**config.mk**
```make
export PLATFORM = sky130hd
export DESIGN_NAME = out_serial_tx
export DESIGN_NICKNAME = d
export VERILOG_FILES = /design/src/rtl/out_serial_tx.sv
export SDC_FILE = /design/constraint.sdc
export NUM_CORES = 1
export LEC_CHECK = 0
export BUFFER_PORTS_ARGS = -buffer_cell sky130_fd_sc_hd__buf_2
export CAP_MARGIN = 15
export CELL_PAD_IN_SITES_DETAIL_PLACEMENT = 1
export CELL_PAD_IN_SITES_GLOBAL_PLACEMENT = 1
export CORE_ASPECT_RATIO = 1.4
export CORE_MARGIN = 5
export CORE_UTILIZATION = 54
export DETAILED_ROUTE_END_ITERATION = 16
export PLACE_DENSITY_LB_ADDON = 0.1
export SYNTH_ARGS = -nofsm -noshare
export SYNTH_HDL_FRONTEND = slang
export SYNTH_SLANG_ARGS = --single-unit
export TNS_END_PERCENT = 20
```
**constraint.sdc**
```tcl
create_clock -name clk -period 5.5 [get_ports clk]
set_input_delay 0.825 -clock clk [delete_from_list [all_inputs] [get_ports clk]]
set_output_delay 0.825 -clock clk [all_outputs]
set_load 0.02 [all_outputs]
```
**src/rtl/out_serial_tx.sv**
```systemverilog
// rtl/out_serial_tx.sv - buffered 16-bit word to dual 8N1 UART frame transmitter
module out_serial_tx #(
  parameter int DEPTH   = 4,
  parameter int CLK_DIV = 434
) (
  input  logic                   clk,
  input  logic                   rst,
  input  logic                   wr,
  input  logic [15:0]            din,
  output logic                   full,
  output logic                   empty,
  output logic [$clog2(DEPTH):0] level,
  output logic                   busy,
  output logic                   drop,
  output logic                   txd
);

  localparam int AW = $clog2(DEPTH);
  localparam int CW = $clog2(CLK_DIV);
  localparam logic [CW-1:0] BIT_LAST = CW'(CLK_DIV - 1);
  localparam logic [AW:0]   DEPTH_W  = (AW + 1)'(DEPTH);

  typedef enum logic [1:0] {S_IDLE, S_START, S_DATA, S_STOP} state_t;

  state_t        state_q, state_d;
  logic [CW-1:0] cnt_q, cnt_d;
  logic [2:0]    bitcnt_q, bitcnt_d;
  logic          byte_q, byte_d;
  logic [15:0]   shift_q, shift_d;
  logic          txd_q, txd_d;
  logic          busy_q, busy_d;

  logic [AW:0]   wptr_q, wptr_d;
  logic [AW:0]   rptr_q, rptr_d;
  logic [AW:0]   level_q, level_d;
  logic          full_q, full_d;
  logic          empty_q, empty_d;
  logic          drop_q, drop_d;
  logic [15:0]   mem_q [DEPTH];

  logic          pop;
  logic          push;
  logic          bit_end;

  assign bit_end = (cnt_q == BIT_LAST);

  // Transmitter next-state: bit timer, frame sequencing and registered line/busy values
  always_comb begin
    state_d  = state_q;
    cnt_d    = cnt_q + 1'b1;
    bitcnt_d = bitcnt_q;
    byte_d   = byte_q;
    shift_d  = shift_q;
    pop      = 1'b0;
    case (state_q)
      S_IDLE: begin
        cnt_d = '0;
        if (!empty_q) begin
          pop     = 1'b1;
          shift_d = mem_q[rptr_q[AW-1:0]];
          byte_d  = 1'b0;
          state_d = S_START;
        end
      end
      S_START: begin
        if (bit_end) begin
          cnt_d    = '0;
          bitcnt_d = 3'd0;
          state_d  = S_DATA;
        end
      end
      S_DATA: begin
        if (bit_end) begin
          cnt_d   = '0;
          shift_d = {1'b0, shift_q[15:1]};
          if (bitcnt_q == 3'd7) begin
            state_d = S_STOP;
          end else begin
            bitcnt_d = bitcnt_q + 3'd1;
          end
        end
      end
      S_STOP: begin
        if (bit_end) begin
          cnt_d = '0;
          if (!byte_q) begin
            // high byte already sits in shift[7:0] after eight shifts
            byte_d  = 1'b1;
            state_d = S_START;
          end else begin
            state_d = S_IDLE;
          end
        end
      end
      default: state_d = S_IDLE;
    endcase
    case (state_d)
      S_START: txd_d = 1'b0;
      S_DATA:  txd_d = shift_d[0];
      default: txd_d = 1'b1;
    endcase
    busy_d = (state_d != S_IDLE);
  end

  // FIFO bookkeeping: a full FIFO still accepts a write in the cycle the head is popped
  always_comb begin
    push    = wr && (!full_q || pop);
    wptr_d  = wptr_q + (AW + 1)'(push);
    rptr_d  = rptr_q + (AW + 1)'(pop);
    level_d = wptr_d - rptr_d;
    full_d  = (level_d == DEPTH_W);
    empty_d = (level_d == '0);
    drop_d  = wr && !push;
  end

  // State and status registers; reset abandons any frame and empties the FIFO
  always_ff @(posedge clk) begin
    if (rst) begin
      state_q  <= S_IDLE;
      cnt_q    <= '0;
      bitcnt_q <= 3'd0;
      byte_q   <= 1'b0;
      shift_q  <= '0;
      txd_q    <= 1'b1;
      busy_q   <= 1'b0;
      wptr_q   <= '0;
      rptr_q   <= '0;
      level_q  <= '0;
      full_q   <= 1'b0;
      empty_q  <= 1'b1;
      drop_q   <= 1'b0;
    end else begin
      state_q  <= state_d;
      cnt_q    <= cnt_d;
      bitcnt_q <= bitcnt_d;
      byte_q   <= byte_d;
      shift_q  <= shift_d;
      txd_q    <= txd_d;
      busy_q   <= busy_d;
      wptr_q   <= wptr_d;
      rptr_q   <= rptr_d;
      level_q  <= level_d;
      full_q   <= full_d;
      empty_q  <= empty_d;
      drop_q   <= drop_d;
    end
  end

  // FIFO storage; contents need no reset because the pointers define validity
  always_ff @(posedge clk) begin
    if (push) begin
      mem_q[wptr_q[AW-1:0]] <= din;
    end
  end

  assign full  = full_q;
  assign empty = empty_q;
  assign level = level_q;
  assign busy  = busy_q;
  assign drop  = drop_q;
  assign txd   = txd_q;

endmodule

```
# == After elaboration in Yosys (flattened, before gate mapping) ==
# Memory sizes are Yosys's and may differ from the RTL's. A register that Yosys moved wholly into a read port is not among the register bits.
# Index checks and enable logic that the tools add are counted.
# op_classes
addsub,5
eq_ne,13
mux,25
n_reduce_logical,15
# op_table
cell,n
$mux W16,2
$pmux W16 S2,1
$pmux W9 S2,1
$mux W2,6
$ne A2 B2 Y1 const B,5
$add A9 B1 Y9 const B,1
$eq A9 B9 Y1 const B,1
$mux W3,3
$mux W9,1
$pmux W2 S4,1
$reduce_bool A2 Y1,4
$mux W1,7
$add A3 B1 Y3,2
$eq A2 B2 Y1 const B,3
$eq A3 B3 Y1 const B,2
$pmux W3 S2,1
$reduce_and A3 Y1,2
$eq A2 B1 Y1 const B,2
$pmux W1 S2,2
$reduce_and A4 Y1,1
$add A3 B1 Y3 const B,1
$logic_not A3 Y1,1
$reduce_or A3 Y1,1
$sub A3 B3 Y3,1
other kinds (4),6
# word_totals
ff_bits,45
mem_bits_rw,64
inputBits,19
out_inout_bits,8
wordCells,73
memories,1
# mem_list
memory,words,word_bits,read_ports,rd_clocked_by_memory_dff,write_ports,line_no,rtl
mem_q,4,16,1,1,1,39,logic [15:0] mem_q [DEPTH];

# == Longest topological paths before layout ==
# Gate-level depths: netlist of run 1.
# depth
word_depth,7
ltp_mapped,14
depth_no_buf,12

# == Worst setup path after synthesis of run 1 ==
# No wires, ideal clock.
# synth_path
kind,flip-flop to flip-flop
from,register state_q[1]
to,"memory mem_q[2][0], enable pin"
t_arrival_ns,2.362
required_ns,5.087
path_slack_ns,2.726
stages_incl_launch_ff,7
n_path_buf,2
synth_period_minus_slack_ns,2.774
cell_sequence,dfxtp_1 buf_2 or3_1 buf_2 nand2_1 nand2_1 nor3b_1
# synth_via
elab_chain_cells,6
# synth_lines
element,line_no,rtl
"start, declared",25,"state_t state_q, state_d;"
"start signal, assigned",133,state_q <= state_d;
$logic_not A2 Y1,55,case (state_q)
$mux W1,55,
$logic_or A1 B1 Y1,107,push = wr && (!full_q || pop);
$logic_and A1 B1 Y1,107,
$mux W1,151,if (push) begin
$mux W1 (implied by the code),152,mem_q[wptr_q[AW-1:0]] <= din;
"end, declared",39,
# Every way passes these cells.

# == Worst setup path in the final report of run 1 ==
# layout_path
from,register state_q[0]
to,"register full_q, in the netlist full"
# layout_via
word_cells_on_any_way,8
cone_classes,add/sub (3); eq/ne (1); mux (1); reduce/logical (3)
# layout_rtl
element,line_no,rtl
$logic_not A2 Y1,55,
$mux W1,55,
$add A3 B1 Y3,109,rptr_d = rptr_q + (AW + 1)'(pop);
named net rptr_d[1],34,"logic [AW:0] rptr_q, rptr_d;"
$sub A3 B3 Y3,110,level_d = wptr_d - rptr_d;
$eq A3 B3 Y1,111,full_d = (level_d == DEPTH_W);
"end signal, assigned",143,full_q <= full_d;
"end, declared",36,"logic full_q, full_d;"
# The timed path passes the listed nets, and every way through them passes these cells.
# A chain may end at the register's enable or synchronous reset.

==> flow_summary.json, run 1 <==
{
  "cts_max_level": 3,
  "post_cts_hold_buffer_count": 0,
  "netlist-cell-type-count": 39,
  "timing.max_slew.rel_slack": 0.356,
  "clock_tree.root_cell": "sky130_fd_sc_hd__clkbuf_8",
  "report.final.setup_viol": 0,
  "drive_above_1_share": 0.192,
  "finalWeightedCongestion": 0.750,
  "netlist.top_cell.by_area": "sky130_fd_sc_hd__edfxtp_1",
  "critPathArrivalTime_ns": 4.06,
  "routed_wire_length_per_instance_um": 18.0,
  "cts_max_path_bufs": 2,
  "final-hold-violation-count": 0,
  "area.growth.synth_to_final_pct": 8.96,
  "cp_data_required_time_ns": 5.81,
  "post-dp-hpwl_mm": 5.03,
  "multi_input_combinational_cell_area_um2": 1350,
  "worst_skew_pair.late_latency_ns": 0.36,
  "ir_worst_vdd_mv": 0.258,
  "nFillCells": 770,
  "post_synth_main_area_contributors": "sky130_fd_sc_hd__edfxtp_1 45%, sky130_fd_sc_hd__dfxtp_1 21%, sky130_fd_sc_hd__mux4_2 8.4%, sky130_fd_sc_hd__nand3_1 2.7%, sky130_fd_sc_hd__a22oi_1 2.6%",
  "yosys_warnings": 0,
  "end_kind": "flop",
  "numPortBuffers": 26,
  "final_period_minus_worst_setup_slack_ns": 3.75,
  "dr_total_vias": 2403,
  "max_cap_viol_count": 0,
  "fin_nets": 347,
  "async_flop_share": 0,
  "postSynthCellCount": 298,
  "track_usage": 0.171,
  "antenna_violations_before_repair": 0,
  "syn-num-nets": 327,
  "ant_nets": 0,
  "boundaryPins": 27,
  "die_area_um2": 9810,
  "yosysTopAreaCellShare": 0.450,
  "number_of_buffers_created_by_cts": 9,
  "initial_core_util": 0.551,
  "worstPathMaxFanout": 20,
  "fmax_mhz": 267,
  "grt_max_degree": 37,
  "synth.ff_latch_count": 109,
  "finClkSkew_ns": 0.0104,
  "synth_seq_area_share": 0.661,
  "cell_area_after_synthesis_um2": 4270,
  "dieHeight_um": 115,
  "fp-row-count": 38,
  "grt_pass1_wl_mm": 12.8,
  "status": "finished clean",
  "overflow": 0,
  "resized_after_cts": 0,
  "vias_in_the_first_global_route": 2569,
  "finalSetupTns_ns": 0,
  "synth_flop_cell": "sky130_fd_sc_hd__edfxtp_1",
  "hold_path.class": "flop to flop",
  "drc_errors": 0,
  "number_of_enable_type_register_cells_in_the_synthesized_netlist": 64,
  "number_of_pins_exceeding_their_max_slew_limit_in_the_final_report": 0,
  "count_of_antenna_diodes_in_the_layout": 0,
  "max_slew.worst_pin.slew_ns": 0.964,
  "totalWireLength_mm": 7.63,
  "sink_count_of_the_clock_tree": 109,
  "drt_first_iter_violations": 141,
  "power.density_nw_per_um2": 440,
  "seq_cell_area_um2": 2820,
  "grt_setup_unrepaired": "false",
  "cellLeakagePower_nw": 1.60,
  "setup.worst_path.class": "flop to flop",
  "worst_setup_path_start_kind": "flop",
  "post_drt_via_cell_ratio": 5.68,
  "minimum_setup_slack_in_the_final_design_ns": 1.75,
  "core_um2": 7750,
  "min_period_over_period": 0.682,
  "avgSynthCellArea_um2": 14.3,
  "dpl_worst_slack_ns": 1.77,
  "cts_setup_buffers": 0,
  "tritoncts": "done",
  "drt_first_pass_iters": 4,
  "die_x_um": 85.2,
  "clk_transition_reported_paths_ns": 0.09
}
==> synthesized netlist by cell type, types with 4 or more instances <==
cell type	instances
sky130_fd_sc_hd__dfxtp_1	45
sky130_fd_sc_hd__a22oi_1	15
sky130_fd_sc_hd__mux4_2	16
sky130_fd_sc_hd__nor3_1	4
sky130_fd_sc_hd__nor2_1	23
sky130_fd_sc_hd__edfxtp_1	64
sky130_fd_sc_hd__nand2_1	7
sky130_fd_sc_hd__buf_2	7
sky130_fd_sc_hd__inv_1	9
sky130_fd_sc_hd__xor2_1	6
sky130_fd_sc_hd__a21oi_1	19
sky130_fd_sc_hd__clkbuf_1	7
sky130_fd_sc_hd__xnor2_1	4
sky130_fd_sc_hd__nand3_1	23
sky130_fd_sc_hd__ha_1	9
==> flip-flops by register name (all words and copies together) (netlist names), 2 cells and up <==
name	flops
mem_q	64
shift_q	16
cnt_q	9
bitcnt_q	3
level	3
rptr_q	3
wptr_q	3
state_q	2
==> layout by cell type (no fill, tap or decap), drive strengths merged <==
cell / synthesis / final
dfxtp: 45 / 45
clkbuf: 7 / 12
fa: 1 / 1
and4b: 1 / 1
a21o: 2 / 2
mux2i: 1 / 1
nand3b: 1 / 1
nand4b: 1 / 1
bufinv: 0 / 1
nor3b: 2 / 2
mux4: 16 / 16
a31o: 1 / 1
and3: 3 / 3
and4: 2 / 2
ha: 9 / 9
mux2: 1 / 1
a31oi: 3 / 3
or3: 2 / 2
a32o: 3 / 3
nand4: 2 / 2
xor3: 1 / 1
xnor2: 4 / 4
buf: 11 / 27
nor3: 4 / 4
nor4b: 1 / 1
nor2b: 3 / 3
edfxtp: 64 / 64
clkinvlp: 0 / 1
nor2: 23 / 23
clkinv: 1 / 3
a22oi: 15 / 15
xor2: 6 / 6
inv: 9 / 9
a21oi: 19 / 19
o21ai: 3 / 3
and2: 1 / 1
nand2: 7 / 7
nand3: 23 / 23
==> worst paths after layout <==
path | from | endpoint | slack, ns | depth (start not counted)
setup reg to reg | state_q[0] | full | 1.75 | 9
setup / recovery | state_q[0] | full | 1.75 | 9
hold reg to reg | shift_q[2] | shift_q[2] | 0.47 | 2
hold / removal | shift_q[2] | shift_q[2] | 0.47 | 2
==> where the power goes <==
| part | total [mW] | leakage [nW] | switching (mW) | internal, mW |
|---|---|---|---|---|
| sequential | 1.06 | 0.955 | 0.0720 | 0.991 |
| clock | 0.463 | 0.0906 | 0.252 | 0.211 |
| combinational | 0.522 | 0.558 | 0.285 | 0.237 |
==> critical path, stage by stage, from the launching register on <==
cell and delay [ns]:
sky130_fd_sc_hd__dfxtp_1 0.60, sky130_fd_sc_hd__or3_1 0.63, sky130_fd_sc_hd__clkinv_1 0.62, sky130_fd_sc_hd__ha_1 0.38, sky130_fd_sc_hd__ha_1 0.28, sky130_fd_sc_hd__inv_1 0.07
sky130_fd_sc_hd__fa_1 0.40, sky130_fd_sc_hd__xor3_1 0.37, sky130_fd_sc_hd__nor2_1 0.17, sky130_fd_sc_hd__and3_1 0.18
==> cells by family (layout without fill, tap and decap cells) <==
kind of cell	count (synthesis)	count (layout)	share of synthesized area
DFF	109	109	0.661
adders and majority gates	10	10	0.0310
muxes	18	18	0.0893
buffers and inverters	28	53	0.0302
AOI/OAI and AO/OA	46	46	0.0691
and+or+nand+nor	76	76	0.0934
xor gates and xnor gates	11	11	0.0261
==> layer usage <==
metal / vias to the layer above / track usage / wire, um
met5: - / 0 / 0
met4: 0 / 0.0771 / 174
met3: 13 / 0.0373 / 253
met2: 36 / 0.294 / 3990
met1: 1194 / 0.207 / 3220
li1: 1160 / - / -
==> final cells by class <==
cell class,instances,share of cell area
well taps,100,0.0269
clock inverters,4,0.0110
flip-flops and latches,109,0.606
repair buffers,27,0.0296
inverters,10,0.00806
multi-input cells,161,0.289
clock buffers,12,0.0290
==> stage by stage <==
stage	power (mW)	cells	instance area, um2	util	hold slack (ns)
after floorplan	1.47	298	4270	-	0.446
after global placement	1.59	407	4470	0.577	0.455
after detailed placement	1.61	407	4470	0.577	0.463
final	2.05	423	4650	0.601	0.475
after global routing	2.17	423	4650	0.601	0.495
after CTS	2.07	423	4650	0.601	0.476
Note: power is estimated with default switching activity, not from simulation.
==> run 2: changes to the inputs <==
Settings changed: CORE_UTILIZATION 54 to 50.
Clock period 5.5 ns to 3.7 ns, I/O delays scaled along.
==> run 2 against run 1 <==
- worst setup slack got worse by 0.85 ns
- sequential share of layout area fell by 2.0 points
- die area rose by 7.2%
- routed wire length rose by 2.2%
- non-clock buffer count rose by 6
- critical path depth rose by 1
- final area rose by 3.3%
- sequential power rose by 47%
- clock power rose by 110%
- core utilization fell by 3.2 points
- first-iteration DRC count rose by 9.9%
- largest cell class unchanged
==> flow_summary.json, run 2 (synthesis gave the netlist of run 1 again) <==
{
  "status": "finished clean",
  "dr_total_vias": 2426,
  "initial_core_util": 0.505,
  "fmax_mhz": 357,
  "layout.cells.non_filler": 434,
  "final-hold-violation-count": 0,
  "core_um2": 8460,
  "cellLeakagePower_nw": 1.69,
  "vias_in_the_first_global_route": 2595,
  "cts_setup_buffers": 0,
  "dieHeight_um": 119,
  "post_cts_hold_buffer_count": 0,
  "worst_skew_pair.late_latency_ns": 0.34,
  "count_of_cells_along_the_worst_hold_path": 1,
  "timing.hold.worst.start": "din[15]",
  "ff2ff_path_depth": 10,
  "final_design_area_no_fill_um2": 4810,
  "report.final.setup_viol": 0,
  "boundaryPins": 27,
  "track_usage": 0.166,
  "finClkSkew_ns": 0.00938,
  "antenna_violations_before_repair": 0,
  "drt_first_pass_iters": 4,
  "power.density_nw_per_um2": 697,
  "clock_tree.root_cell": "sky130_fd_sc_hd__clkbuf_16",
  "drive_above_1_share": 0.213,
  "count_of_antenna_diodes_in_the_layout": 0,
  "routed_wire_length_per_instance_um": 18.0,
  "worstPathBufferInverterCount": 1,
  "hold_end": "mem_q[1][15]",
  "die_x_um": 88.1,
  "layout_commonest_cell": "sky130_fd_sc_hd__edfxtp_1",
  "worst_setup_path_start_kind": "flop",
  "cts_max_path_bufs": 2,
  "nFillCells": 811,
  "max_stage_delay_ns": 0.58,
  "post_drt_via_cell_ratio": 5.59,
  "grt_pass1_wl_mm": 13.1,
  "post-dp-hpwl_mm": 5.08,
  "die_area_um2": 10500,
  "fin_nets": 353,
  "resized_after_cts": 0,
  "commonest_non_fill_non_tap_cells_in_the_layout": "64 x sky130_fd_sc_hd__edfxtp_1, 45 x sky130_fd_sc_hd__dfxtp_1, 26 x sky130_fd_sc_hd__buf_2",
  "place_area_um2": 4500,
  "drt_first_iter_violations": 155,
  "placed_cells": 418,
  "critPathSlowestCell": "sky130_fd_sc_hd__dfxtp_1",
  "drc_errors": 0,
  "worst-r2r-setup-slack_ns": 0.90,
  "hold_path.class": "primary input to flop",
  "number_of_buffers_created_by_cts": 9,
  "sink_count_of_the_clock_tree": 109,
  "max_cap_viol_count": 0,
  "timing.max_slew.rel_slack": 0.415,
  "grt_setup_unrepaired": "false",
  "crit_path_cell_trace": "or3_1 -> nand2_1 -> nand2_1 -> inv_1 -> ha_1 -> ha_1 -> fa_1 -> xor3_1 -> nor2_1 -> and3_1",
  "cpLargestDelayFamily": "adder cells",
  "cp_data_required_time_ns": 3.94,
  "end_kind": "flop",
  "grt_max_degree": 37,
  "ant_nets": 0,
  "worstPathMaxFanout": 16,
  "max_slew.worst_pin.slew_ns": 0.877,
  "worst_hold_slack_ns": 0.423,
  "overflow": 0,
  "min_period_over_period": 0.756,
  "ir_worst_vdd_mv": 0.402,
  "r2r_start": "state_q[0]",
  "tritoncts": "done",
  "numPortBuffers": 26,
  "setup.worst_path.class": "flop to flop",
  "fin_util": 0.569,
  "finalSetupTns_ns": 0,
  "rr_endpoint": "full",
  "finalWeightedCongestion": 0.740,
  "fp-row-count": 40,
  "final_period_minus_worst_setup_slack_ns": 2.80,
  "largest_register_ff_count": 64,
  "cts_max_level": 3,
  "critPathArrivalTime_ns": 3.04,
  "totalWireLength_mm": 7.80,
  "area.growth.synth_to_final_pct": 12.6,
  "number_of_pins_exceeding_their_max_slew_limit_in_the_final_report": 0,
  "clk_transition_reported_paths_ns": 0.07
}
run 2: cell count changes in the layout (fill, tap and decap cells not counted), moves of 2 or more:
| cell | delta |
|---|---|
| sky130_fd_sc_hd__clkbuf_8 | -9 |
| sky130_fd_sc_hd__clkbuf_1 | -3 |
| sky130_fd_sc_hd__inv_6 | +2 |
| sky130_fd_sc_hd__buf_4 | +6 |
| sky130_fd_sc_hd__clkbuf_16 | +9 |
run 2: layer usage:
metal / up-vias / track usage / part of all wire
li1: 1173 / - / -
met1: 1224 / 0.207 / 0.43
met2: 24 / 0.277 / 0.52
met3: 5 / 0.0388 / 0.028
met4: 0 / 0.0624 / 0.014
met5: - / 0 / 0
run 2: worst register-to-register path, cell delays in order, from the launching register on:
cell	delay (ns)
sky130_fd_sc_hd__dfxtp_1	0.58
sky130_fd_sc_hd__or3_1	0.22
sky130_fd_sc_hd__nand2_1	0.08
sky130_fd_sc_hd__nand2_1	0.13
sky130_fd_sc_hd__inv_1	0.08
sky130_fd_sc_hd__ha_1	0.18
sky130_fd_sc_hd__ha_1	0.31
sky130_fd_sc_hd__fa_1	0.45
sky130_fd_sc_hd__xor3_1	0.39
sky130_fd_sc_hd__nor2_1	0.06
sky130_fd_sc_hd__and3_1	0.21
run 2: layout make-up:
type / count / area [um2] / share of cell area
Clock buffer: 9 / 225 / 0.0468
Clock inverter: 7 / 80.1 / 0.0166
Inverter: 10 / 37.5 / 0.00780
Multi-Input combinational cell: 161 / 1330 / 0.277
Sequential cell: 109 / 2820 / 0.587
Tap cell: 105 / 131 / 0.0273
Timing Repair Buffer: 33 / 183 / 0.0380
run 2: worst max-delay path by stage:
stage	from	to	slack [ns]	depth (start not counted)
2_1_floorplan	state_q[1]	mem_q[2][0]	0.93	6
3_3_place_gp	state_q[0]	full	0.92	10
3_5_place_dp	state_q[0]	full	0.89	10
4_1_cts	state_q[0]	full	0.87	10
5_1_grt	state_q[0]	full	0.71	10
6_report	state_q[0]	full	0.90	10
run 2: report_power, final:
part	switching (mW)	internal, mW
sequential	0.0854	1.47
clock	0.442	0.535
combinational	0.445	0.372
run 2: metrics by stage:
stage | total power [mW] | setup WS [ns]
final | 3.35 | 0.901
after global routing | 3.55 | 0.707
after CTS | 3.40 | 0.865
after detailed placement | 2.42 | 0.894
after global placement | 2.40 | 0.920
after floorplan | 2.18 | 0.926
==> run 3: changes to the inputs <==
Settings changed: CORE_UTILIZATION 50 to 45.
Clock period 3.7 ns to 2.4 ns, I/O delays scaled along.
==> run 3 against run 2 <==
- global-route usage down 2.2 points
- clock-buffer cell count did not move
- sequential share of layout area fell by 1.1 points
- worst setup slack lost 0.78 ns
- worst hold slack got worse by 0.20 ns
- non-clock buffer count increased by 11
- power is 52% higher
- register-to-register slack lost 0.78 ns
- via count is 2.1% higher
- final cell count grew 3.7%
- clock power grew 42%
- core utilization is 4.5 points lower
==> flow_summary.json, run 3 (synthesis gave the netlist of run 1 again) <==
{
  "status": "finished clean",
  "fp-row-count": 42,
  "commonest_non_fill_non_tap_cells_in_the_layout": "64 x sky130_fd_sc_hd__edfxtp_1, 45 x sky130_fd_sc_hd__dfxtp_1, 26 x sky130_fd_sc_hd__buf_2",
  "area.growth.synth_to_final_pct": 14.8,
  "cts_max_level": 3,
  "max_stage_delay_ns": 0.45,
  "numPortBuffers": 26,
  "antenna_violations_before_repair": 0,
  "core_um2": 9350,
  "max_slew.worst_pin.slew_ns": 0.347,
  "timing.critical_path.from": "empty",
  "worstPathMaxFanout": 19,
  "timing.max_slew.rel_slack": 0.769,
  "dieHeight_um": 125,
  "drc_errors": 0,
  "post_drt_via_cell_ratio": 5.51,
  "boundaryPins": 27,
  "min_period_over_period": 0.948,
  "seq_cell_area_um2": 2820,
  "finalWeightedCongestion": 0.771,
  "finClkSkew_ns": 0.00968,
  "worst_setup_path_start_kind": "flop",
  "global_route.peak_usage_layer": "met2",
  "layout_commonest_cell": "sky130_fd_sc_hd__edfxtp_1",
  "post-dp-hpwl_mm": 5.33,
  "count_of_antenna_diodes_in_the_layout": 0,
  "count_of_cells_along_the_worst_hold_path": 1,
  "setup.worst_path.class": "flop to flop",
  "gr-usage-met3": 0.0306,
  "report.final.setup_viol": 0,
  "cts_max_path_bufs": 2,
  "hold_path.class": "primary input to flop",
  "drt_first_pass_iters": 4,
  "dr_total_vias": 2478,
  "final-hold-violation-count": 0,
  "fin_nets": 364,
  "fmax_mhz": 439,
  "ff2ff_path_depth": 9,
  "drt_first_iter_violations": 83,
  "clk_transition_reported_paths_ns": 0.07,
  "die_x_um": 92.3,
  "r2r_start": "empty",
  "final_period_minus_worst_setup_slack_ns": 2.28,
  "cts_setup_buffers": 0,
  "timing.hold.worst.start": "din[11]",
  "met2_grt_util": 0.238,
  "critPathArrivalTime_ns": 2.56,
  "track_usage": 0.144,
  "worst_hold_slack_ns": 0.226,
  "crit_path_cell_trace": "or3_4 -> buf_4 -> clkinv_1 -> ha_1 -> ha_1 -> xnor2_2 -> xor3_1 -> nor2_2 -> and3_1",
  "critPathSlowestCell": "sky130_fd_sc_hd__xor3_1",
  "clock_tree.root_cell": "sky130_fd_sc_hd__clkbuf_16",
  "worst_skew_pair.late_latency_ns": 0.34,
  "overflow": 0,
  "layout.cells.non_filler": 450,
  "power.density_nw_per_um2": 1040,
  "vias_in_the_first_global_route": 2568,
  "totalWireLength_mm": 7.88,
  "timing.critical_path.mode_cell": "sky130_fd_sc_hd__ha_1",
  "initial_core_util": 0.457,
  "die_area_um2": 11600,
  "dpl_worst_slack_ns": -0.163,
  "end_kind": "flop",
  "tritoncts": "done",
  "gr-usage-met1": 0.189,
  "minimum_setup_slack_in_the_final_design_ns": 0.125,
  "number_of_pins_exceeding_their_max_slew_limit_in_the_final_report": 0,
  "number_of_buffers_created_by_cts": 9,
  "multi_input_combinational_cell_area_um2": 1360,
  "grt_pass1_wl_mm": 13.0,
  "nFillCells": 933,
  "ant_nets": 0,
  "cellLeakagePower_nw": 1.74,
  "grt_max_degree": 22,
  "placed_cells": 434,
  "largest_register_ff_count": 64,
  "routed_wire_length_per_instance_um": 17.5,
  "drive_above_1_share": 0.265,
  "cp_data_required_time_ns": 2.68,
  "sink_count_of_the_clock_tree": 109,
  "max_cap_viol_count": 0,
  "ir_worst_vdd_mv": 0.487
}
==> run 3: per-layer routing <==
metal / wire length, um / up-vias
met5: 0 / -
met1: 3470 / 1247
li1: - / 1197
met4: 94 / 0
met3: 232 / 6
met2: 4080 / 28
==> run 3: power breakdown <==
group | total, mW | switching (mW) | internal (mW) | leakage, nW
Combinational | 1.34 | 0.726 | 0.610 | 0.641
Sequential | 2.38 | 0.109 | 2.27 | 0.955
Clock | 1.39 | 0.669 | 0.720 | 0.140
Total | 5.10 | 1.50 | 3.60 | 1.74
==> run 3: worst paths after layout <==
check,to,slack [ns]
worst max register to register,full,0.12
worst max-delay path,full,0.12
worst min register to register,shift_q[2],0.47
worst min-delay path,mem_q[0][11],0.23
==> run 3: repair_timing <==
| item | 4_1_cts | 5_1_grt |
|---|---|---|
| hold buffers | 0 | 0 |
| gates resized for setup | 1 | 8 |
| setup endpoints to repair | 3 | 2 |
| pin swaps | 2 | 0 |
==> run 3: area by class of cell <==
| cell class | count | area share |
|---|---|---|
| repair buffers | 44 | 0.0541 |
| multi-input cells | 161 | 0.277 |
| clock inverters | 7 | 0.0117 |
| flip-flops and latches | 109 | 0.576 |
| well taps | 110 | 0.0281 |
| inverters | 10 | 0.00766 |
| clock buffers | 9 | 0.0459 |
==> run 3: metrics by stage <==
step	power [mW]	setup TNS, ns	cell area (um2)	utilization
6_report	5.10	0	4900	0.524
5_1_grt	5.42	-0.0100	4900	0.524
4_1_cts	5.16	0	4880	0.522
3_5_place_dp	3.78	-0.314	4590	0.491
3_3_place_gp	3.73	-0.191	4590	0.491
2_1_floorplan	3.36	-5.09	4280	-
==> run 3: worst max-delay path: cells and delay by family (launching register included) <==
family / cells / cell delay, ns
flops: 1 / 0.31
simple gates: 3 / 0.67
xor+xnor: 2 / 0.60
buf+inv: 2 / 0.30
fa+ha+maj: 2 / 0.34
